--- config.mk ---
export PLATFORM = sky130hd
export DESIGN_NAME = tpu_matmul_sequencer_flat
export DESIGN_NICKNAME = d
export VERILOG_FILES = /design/src/rtl/tpu_matmul_sequencer_pkg.sv /design/src/rtl/tpu_matmul_sequencer_if.sv /design/src/rtl/tpu_matmul_sequencer.sv /design/src/flat_wrapper.sv
export SDC_FILE = /design/constraint.sdc
export NUM_CORES = 1
export LEC_CHECK = 0
export CELL_PAD_IN_SITES_DETAIL_PLACEMENT = 0
export CELL_PAD_IN_SITES_GLOBAL_PLACEMENT = 2
export CORE_UTILIZATION = 25
export DETAILED_ROUTE_END_ITERATION = 12
export PLACE_DENSITY = 0.78
export SYNTH_ARGS = -nofsm -noshare
export SYNTH_HDL_FRONTEND = slang
export SYNTH_SLANG_ARGS = --single-unit
--- constraint.sdc ---
create_clock -name clk -period 1.5 [get_ports clk]
set_input_delay 0.225 -clock clk [delete_from_list [all_inputs] [get_ports clk]]
set_output_delay 0.225 -clock clk [all_outputs]
set_load 0.02 [all_outputs]
--- src/rtl/tpu_matmul_sequencer_pkg.sv ---
// Shared types and run-length helpers for the systolic matmul sequencer and the MMIO decode.
package tpu_matmul_sequencer_pkg;

  typedef enum logic [1:0] {
    IDLE  = 2'd0,
    FILL  = 2'd1,
    DRAIN = 2'd2,
    DONE  = 2'd3
  } seq_state_t;

  // Cycles needed to push DIM operand skews through the array and drain the last products.
  function automatic int unsigned run_cycles(input int unsigned dim);
    return 3 * dim - 2;
  endfunction

  function automatic int unsigned cnt_width(input int unsigned dim);
    return $clog2(3 * dim - 1);
  endfunction

endpackage

--- src/rtl/tpu_matmul_sequencer_if.sv ---
// Control/status bundle between the MMIO decoder (master) and the matmul sequencer (slave).
interface tpu_matmul_sequencer_if #(
  parameter int unsigned CNTW = 5
);

  logic            start;
  logic            abort;
  logic            host_req;
  logic            clr_err;
  logic            host_grant;
  logic            host_stall;
  logic            mem_shift_en;
  logic            sa_en;
  logic            ab_zero_pad;
  logic            busy;
  logic            done;
  logic [CNTW-1:0] cycle_cnt;
  logic            err_start_busy;

  modport master (
    output start, abort, host_req, clr_err,
    input  host_grant, host_stall, mem_shift_en, sa_en, ab_zero_pad,
           busy, done, cycle_cnt, err_start_busy
  );

  modport slave (
    input  start, abort, host_req, clr_err,
    output host_grant, host_stall, mem_shift_en, sa_en, ab_zero_pad,
           busy, done, cycle_cnt, err_start_busy
  );

endinterface

--- src/rtl/tpu_matmul_sequencer.sv ---
// Sequences one systolic matmul (FILL then DRAIN, 3*DIM-2 cycles, then a DONE pulse)
// and arbitrates host access to memA/memB/C against the running matmul. DIM must be >= 2.
module tpu_matmul_sequencer
  import tpu_matmul_sequencer_pkg::*;
#(
  parameter int unsigned DIM  = 8,
  parameter int unsigned CNTW = cnt_width(DIM)
) (
  input  logic                   clk,
  input  logic                   rst_n,
  tpu_matmul_sequencer_if.slave  seq
);

  localparam int unsigned RUN_CYC   = run_cycles(DIM);
  localparam logic [CNTW-1:0] FILL_LAST = CNTW'(DIM - 1);
  localparam logic [CNTW-1:0] RUN_LAST  = CNTW'(RUN_CYC - 1);

  seq_state_t      state_q, state_d;
  logic [CNTW-1:0] cnt_q, cnt_d;
  logic            err_q, err_d;

  logic            run_c;
  logic            idle_or_done_c;

  // State, cycle counter and sticky error register.
  always_ff @(posedge clk or negedge rst_n) begin
    if (!rst_n) begin
      state_q <= IDLE;
      cnt_q   <= '0;
      err_q   <= 1'b0;
    end else begin
      state_q <= state_d;
      cnt_q   <= cnt_d;
      err_q   <= err_d;
    end
  end

  // Next-state, counter and error update; abort outranks start while running.
  always_comb begin
    state_d = state_q;
    cnt_d   = cnt_q;
    err_d   = err_q;

    unique case (state_q)
      IDLE: begin
        cnt_d = '0;
        if (seq.start) begin
          state_d = FILL;
        end
      end
      FILL: begin
        if (seq.abort) begin
          state_d = IDLE;
          cnt_d   = '0;
        end else begin
          cnt_d = cnt_q + CNTW'(1);
          if (cnt_q == FILL_LAST) begin
            state_d = DRAIN;
          end
        end
      end
      DRAIN: begin
        if (seq.abort) begin
          state_d = IDLE;
          cnt_d   = '0;
        end else if (cnt_q == RUN_LAST) begin
          state_d = DONE;
          cnt_d   = '0;
        end else begin
          cnt_d = cnt_q + CNTW'(1);
        end
      end
      DONE: begin
        cnt_d   = '0;
        state_d = seq.start ? FILL : IDLE;
      end
      default: begin
        state_d = IDLE;
        cnt_d   = '0;
      end
    endcase

    // A fresh error wins over a same-cycle clear.
    if (seq.clr_err) begin
      err_d = 1'b0;
    end
    if (seq.start && run_c) begin
      err_d = 1'b1;
    end
  end

  assign run_c          = (state_q == FILL) || (state_q == DRAIN);
  assign idle_or_done_c = (state_q == IDLE) || (state_q == DONE);

  // Datapath controls decode straight from the registered state.
  assign seq.busy           = run_c;
  assign seq.mem_shift_en   = run_c;
  assign seq.sa_en          = run_c;
  assign seq.ab_zero_pad    = (state_q == DRAIN);
  assign seq.done           = (state_q == DONE);
  assign seq.cycle_cnt      = run_c ? cnt_q : '0;
  assign seq.err_start_busy = err_q;

  // Host access follows the current state so a same-cycle start still grants the host.
  assign seq.host_grant = seq.host_req & idle_or_done_c;
  assign seq.host_stall = seq.host_req & run_c;

  a_grant_stall_excl : assert property (@(posedge clk) disable iff (!rst_n)
    !(seq.host_grant && seq.host_stall));

  a_cnt_bound : assert property (@(posedge clk) disable iff (!rst_n)
    cnt_q <= RUN_LAST);

endmodule

--- src/flat_wrapper.sv ---
// flat-port wrapper written by rule: the top's interface ports become plain ports
module tpu_matmul_sequencer_flat import tpu_matmul_sequencer_pkg::*;
#(
  parameter int unsigned DIM  = 8,
  parameter int unsigned CNTW = cnt_width(DIM)
)
  (clk, rst_n, seq_start, seq_abort, seq_host_req, seq_clr_err, seq_host_grant, seq_host_stall, seq_mem_shift_en, seq_sa_en, seq_ab_zero_pad, seq_busy, seq_done, seq_cycle_cnt, seq_err_start_busy);
  tpu_matmul_sequencer_if #(.CNTW(CNTW)) seq_i ();
  input  logic clk;
  input  logic rst_n;
  input wire logic [$bits(seq_i.start)-1:0] seq_start;
  input wire logic [$bits(seq_i.abort)-1:0] seq_abort;
  input wire logic [$bits(seq_i.host_req)-1:0] seq_host_req;
  input wire logic [$bits(seq_i.clr_err)-1:0] seq_clr_err;
  output wire logic [$bits(seq_i.host_grant)-1:0] seq_host_grant;
  output wire logic [$bits(seq_i.host_stall)-1:0] seq_host_stall;
  output wire logic [$bits(seq_i.mem_shift_en)-1:0] seq_mem_shift_en;
  output wire logic [$bits(seq_i.sa_en)-1:0] seq_sa_en;
  output wire logic [$bits(seq_i.ab_zero_pad)-1:0] seq_ab_zero_pad;
  output wire logic [$bits(seq_i.busy)-1:0] seq_busy;
  output wire logic [$bits(seq_i.done)-1:0] seq_done;
  output wire logic [$bits(seq_i.cycle_cnt)-1:0] seq_cycle_cnt;
  output wire logic [$bits(seq_i.err_start_busy)-1:0] seq_err_start_busy;
  assign seq_i.start = seq_start;
  assign seq_i.abort = seq_abort;
  assign seq_i.host_req = seq_host_req;
  assign seq_i.clr_err = seq_clr_err;
  assign seq_host_grant = seq_i.host_grant;
  assign seq_host_stall = seq_i.host_stall;
  assign seq_mem_shift_en = seq_i.mem_shift_en;
  assign seq_sa_en = seq_i.sa_en;
  assign seq_ab_zero_pad = seq_i.ab_zero_pad;
  assign seq_busy = seq_i.busy;
  assign seq_done = seq_i.done;
  assign seq_cycle_cnt = seq_i.cycle_cnt;
  assign seq_err_start_busy = seq_i.err_start_busy;
  tpu_matmul_sequencer #(.DIM(DIM), .CNTW(CNTW)) u_core (.clk(clk), .rst_n(rst_n), .seq(seq_i));
endmodule
==> results of run 1 <==
## cell usage in the layout (no fill, tap or decap)
| cell | n |
|---|---|
| nor2b_4 | 1 |
| clkbuf_4 | 3 |
| a2bb2oi_1 | 1 |
| nor2_1 | 6 |
| dlymetal6s2s_1 | 1 |
| nor2b_1 | 2 |
| nand4bb_1 | 1 |
| and2_1 | 3 |
| a31oi_1 | 1 |
| clkdlybuf4s50_1 | 5 |
| nand4b_1 | 1 |
| inv_2 | 2 |
| nor2b_2 | 2 |
| ha_1 | 5 |
| inv_1 | 3 |
| a221oi_2 | 1 |
| o21ai_0 | 2 |
| and2_4 | 3 |
| ha_2 | 1 |
| dfrtp_1 | 8 |
| xnor2_1 | 1 |
| buf_4 | 7 |
| nand2_1 | 1 |
| xor2_1 | 2 |
| buf_2 | 4 |
| nand3_1 | 2 |
| mux2i_1 | 1 |
| a211oi_1 | 1 |
| ha_4 | 2 |
| buf_6 | 8 |
| a21oi_1 | 1 |
## cell families (layout without fill, tap and decap cells)
group                      count (synthesis)  after routing  share of synthesized area (%)
AOI/OAI and AO/OA                          7              7                           9.59
xor gates and xnor gates                   3              3                           4.80
adders and majority gates                  8              8                           18.3
buffers and inverters                      7             33                           6.16
DFF                                        8              8                           36.5
muxes                                      1              1                           1.83
and+or+nand+nor                           22             22                           22.8
## worst paths after layout
check | from | endpoint | cells past startpoint
hold / removal | rst_n | u_core.cnt_q[4] | 1
hold reg to reg | u_core.cnt_q[0] | u_core.cnt_q[0] | 1
setup reg to reg | u_core.state_q[0] | u_core.state_q[1] | 5
max in group asynchronous | rst_n | u_core.cnt_q[3] | 1
setup / recovery | u_core.state_q[0] | u_core.state_q[1] | 5
min in group clk | u_core.cnt_q[0] | u_core.cnt_q[0] | 1
## flip-flops by register name, indices dropped and copies added, names as in the netlist
signal and count:
u_core.seq.err_start_busy 1, u_core.cnt_q 5, u_core.state_q 2
## per-layer routing
metal	wire length (microns)	share of wire [%]	global-route usage (%)	vias to the layer above
met3	63	5.8	2.18	2
met5	0	0	0	-
li1	-	-	-	237
met2	475	43	15.5	12
met4	13	1.2	8.82	0
met1	541	49	13.5	199
## cell type report
cell class,count,share of cell area (%)
well taps,27,3.92
repair buffers,25,26.1
clock buffers,3,2.61
inverters,5,2.18
flip-flops and latches,8,23.2
multi-input cells,41,41.9
## through the flow
stage	setup slack (ps)	instances	TNS, ps	power (uW)	utilization [%]
2_1_floorplan	4.36	56	0	856	-
3_3_place_gp	-262	106	-2480	1240	40.2
3_5_place_dp	-303	106	-2850	1250	40.2
4_1_cts	-15.1	109	-15.1	1370	39.9
5_1_grt	-48.6	109	-190	1580	43.1
6_report	32.5	109	0	1450	43.1
## timing repair
| item | 4_1_cts | 5_1_grt |
|---|---|---|
| endpoints found under the setup margin | 12 | 19 |
| gates resized for setup | 49 | 28 |
| pin swaps | 0 | 1 |
## cell usage after synthesis (all sizes together)
cell     n
nand3    2
ha       8
a211oi   1
nand4bb  1
a21oi    1
mux2i    1
a31oi    1
xnor2    1
and2     6
nor2b    5
nand2    1
nand4b   1
inv      5
nor2     6
dfrtp    8
a2bb2oi  1
a221oi   1
buf      2
xor2     2
o21ai    2
## power by group through the flow
stage | clock (uW) | sequential, uW | combinational (uW)
6_report | 154 | 317 | 976
5_1_grt | 184 | 330 | 1060
4_1_cts | 164 | 317 | 884
3_5_place_dp | 0 | 317 | 930
3_3_place_gp | 0 | 316 | 923
2_1_floorplan | 0 | 336 | 519
==> impl_metrics.ini, run 1 <==
[outcome]
outcome = complete, no violations

[sta]
rsz0062_at_grt = true
clock-skew-final_ps = 3.07
finalMaxSlewViolations = 0
setup_viol = 0
fin_crit_sh_pct = 97.8
timing.hold.ws_ps = 253
worst_pin_slew_ps = 349
final-hold-violation-count = 0
relSlewSlack_pct = 76.6
min_period_ps = 1470
fmax_mhz = 681

[power_and_ir_drop]
power_density_nw_per_um2 = 1680
p_leak_uw = 0.000410
power.share.combinational_pct = 67.5
p_clk_share_pct = 10.6
swShare_pct = 41.5
seqPwrFrac_pct = 21.9
intPower_uw = 847
p_sw_uw = 600
peakVddDrop_mv = 0.788

[final_layout]
final-seq-area_sq_um = 200
layout.nets = 98
final_cell_area_sq_um = 862
drive_gt1_share_pct = 41.5
antennaDiodeCount = 0
multiInputGateArea_sq_um = 362
nFillCells = 196
syn_to_final_growth_pct = 57.3

[critical_path]
cp_slowest_stage_delay_ps = 380
r2r_slack_ps = 30
path_buf_inv = 1
worstPathCellList = buf_4 -> ha_2 -> nor2b_2 -> a221oi_2 -> mux2i_1
critPathCaptureType = register
cp_data_arrival_time_ps = 1630
required_ps = 1670
critPathKind = register to register
cpLargestDelayFamily = flip-flops
crit_path_max_fanout = 4
cp-start-kind = register
cp_slowest_cell = dfrtp_1

[global_routing]
antenna_found_initial = 0
grt_max_degree = 10
grt_pass1_vias = 432
grt_overflow_total = 0
grt.total_usage_pct = 10.7
grt_pass1_wl_microns = 1930

[die]
io_pins = 19
num_rows = 16
core_sq_um = 2000
die_h_microns = 48.8
start_util_pct = 27.4
die_area_sq_um = 2380
die_w_microns = 48.8

[logic_synthesis]
synth_nets = 70
ys_ff_latch = 8
synthCells = 56
netlist_area_sq_um = 548
ys_seq_area_share_pct = 36.5
synth_top_area_cell = dfrtp_1
yosys_warnings = 0
yosys.cell_types.count = 20
syn_avg_cell_area_sq_um = 9.79
synthTopCellsByArea = dfrtp_1, ha_1, and2_1
synth_top_area_share_pct = 36.5

[clock_network]
cts_hold_buf = 0
cts_buffers = 3
clock_latency_ps = 240
cts_tree = done
clock-sinks = 8
clockBufferDepth = 2
post-cts-setup-buffers = 0
clkTransAtPathRegs_ps = 50
htreeDepth = 1
clockRootBuffer = clkbuf_4

[route]
vias = 450
wire_per_inst_microns = 10.0
first_iter_violations = 5
wirelength_microns = 1090
ant_nets = 0
avgViaCountPerCell = 4.13
drc = 0
drtPass1Iterations = 2

[min_path]
hold_class = primary input to asynchronous set/reset pin

[job]
cap_violations = 0

[placement]
io_buffers = 18
dp_hpwl_microns = 877
routabilityCongestion = 0.723
place_area_sq_um = 805
Power figures use the tool's default switching activity.
==> run 2, diff against run 1 <==
--- a/config.mk
+++ b/config.mk
@@ -7,6 +7,7 @@
 export LEC_CHECK = 0
 export CELL_PAD_IN_SITES_DETAIL_PLACEMENT = 0
 export CELL_PAD_IN_SITES_GLOBAL_PLACEMENT = 2
+export CORE_ASPECT_RATIO = 1.4
 export CORE_UTILIZATION = 25
 export DETAILED_ROUTE_END_ITERATION = 12
 export PLACE_DENSITY = 0.78
==> impl_metrics.ini, run 2 (synthesized netlist as in run 1, its figures left out) <==
[min_path]
hold_class = primary input to asynchronous set/reset pin

[critical_path]
r2r_slack_ps = 20
startpoint = u_core.state_q[0]
crit_path_max_fanout = 11
critPathKind = register to output port
cp-start-kind = register
cp_slowest_cell = dfrtp_1
r2r-start = u_core.state_q[1]
critPathCaptureType = output port
cp_data_arrival_time_ps = 1260
required_ps = 1270
cpLargestDelayFamily = flip-flops
cp_slowest_stage_delay_ps = 380
worstPathCellList = inv_2 -> ha_4 -> and2_1 -> buf_4
path_buf_inv = 2

[die]
start_util_pct = 27.1
io_pins = 19
die_area_sq_um = 2390
core_sq_um = 2020
die_h_microns = 57.4
num_rows = 19
die_w_microns = 41.6

[outcome]
outcome = complete, no violations

[sta]
final-hold-violation-count = 0
setup_viol = 0
clock-skew-final_ps = 1.08
min_period_ps = 1480
layout_setup_ws_ps = 18.8
finalMaxSlewViolations = 0
timing.hold.ws_ps = 263
rsz0062_at_grt = true
fin_crit_sh_pct = 98.7
fmax_mhz = 675
relSlewSlack_pct = 75.3
worst_pin_slew_ps = 369

[global_routing]
grt.total_usage_pct = 10.8
grt_pass1_vias = 491
grt_pass1_wl_microns = 1980
grt_overflow_total = 0
antenna_found_initial = 0
grt_max_degree = 12

[final_layout]
nFillCells = 210
drive_gt1_share_pct = 37.8
mostFrequentLayoutCell = buf_4
multiInputGateArea_sq_um = 354
layout.nets = 98
top_register = u_core.cnt_q
syn_to_final_growth_pct = 49.1
antennaDiodeCount = 0
final_cell_mix = buf_4, dfrtp_1
final-seq-area_sq_um = 200
largest_reg_flops = 5

[placement]
routabilityCongestion = 0.830
io_buffers = 18
dp_slack_ps = -338
dp_hpwl_microns = 961

[clock_network]
cts_tree = done
clockBufferDepth = 2
clock_latency_ps = 240
cts_buffers = 3
clkTransAtPathRegs_ps = 50
clock-sinks = 8
cts_hold_buf = 0
clockRootBuffer = clkbuf_4
post-cts-setup-buffers = 0
htreeDepth = 1

[job]
cap_violations = 0

[route]
wirelength_microns = 1160
first_iter_violations = 0
drtPass1Iterations = 1
ant_nets = 0
vias = 475
avgViaCountPerCell = 4.61
drc = 0
wire_per_inst_microns = 11.2

[power_and_ir_drop]
peakVddDrop_mv = 0.832
p_leak_uw = 0.000386
p_total_uw = 1340
power_density_nw_per_um2 = 1630
-- run 2: stage by stage --
stage,area (sq um),cells,util (%),setup TNS [ps]
3_3_place_gp,797,100,39.4,-2630
4_1_cts,797,103,39.4,0
5_1_grt,817,103,40.4,-215
6_report,817,103,40.4,0
2_1_floorplan,553,56,-,0
3_5_place_dp,797,100,39.4,-3030
-- run 2: path summary, 6_finish.rpt --
kind,endpoint,cells past startpoint
setup / recovery,seq_cycle_cnt[0],4
hold reg to reg,u_core.cnt_q[0],1
hold / removal,u_core.state_q[0],1
setup reg to reg,u_core.state_q[1],6
min in group clk,u_core.cnt_q[0],1
max in group asynchronous,u_core.seq.err_start_busy,1
-- run 2: cell type report --
cell class,instances,area share (%)
Timing Repair Buffer,25,23.9
Tap cell,21,3.22
Inverter,5,2.30
Multi-Input combinational cell,41,43.3
Clock buffer,3,2.76
Sequential cell,8,24.5
-- run 2: timing repair --
item / CTS / global route
pin swaps: 0 / 1
resized for setup: 48 / 17
endpoints found under the setup margin: 12 / 17
-- run 2: power breakdown --
| part | total [uW] | internal, uW | switching [uW] |
|---|---|---|---|
| clock network | 154 | 90.9 | 63.3 |
| logic | 864 | 393 | 471 |
| registers | 317 | 272 | 45.5 |
| total | 1340 | 755 | 580 |
-- run 2: layer usage --
layer | up-vias | wire length [microns] | share of wire (%) | global-route usage (%)
met5 | - | 0 | 0 | 0
met4 | 0 | 14 | 1.2 | 6.91
met3 | 2 | 75 | 6.5 | 2.22
met2 | 17 | 550 | 47 | 18.3
met1 | 216 | 517 | 45 | 12.2
li1 | 240 | - | - | -
==> run 3, diff against run 2 <==
--- a/config.mk
+++ b/config.mk
@@ -10,6 +10,7 @@
 export CORE_ASPECT_RATIO = 1.4
 export CORE_UTILIZATION = 25
 export DETAILED_ROUTE_END_ITERATION = 12
+export GPL_TIMING_DRIVEN = 1
 export PLACE_DENSITY = 0.78
 export SYNTH_ARGS = -nofsm -noshare
 export SYNTH_HDL_FRONTEND = slang
==> results of run 3 <==
The final DEF is identical to that of run 2; final timing and power are the same.
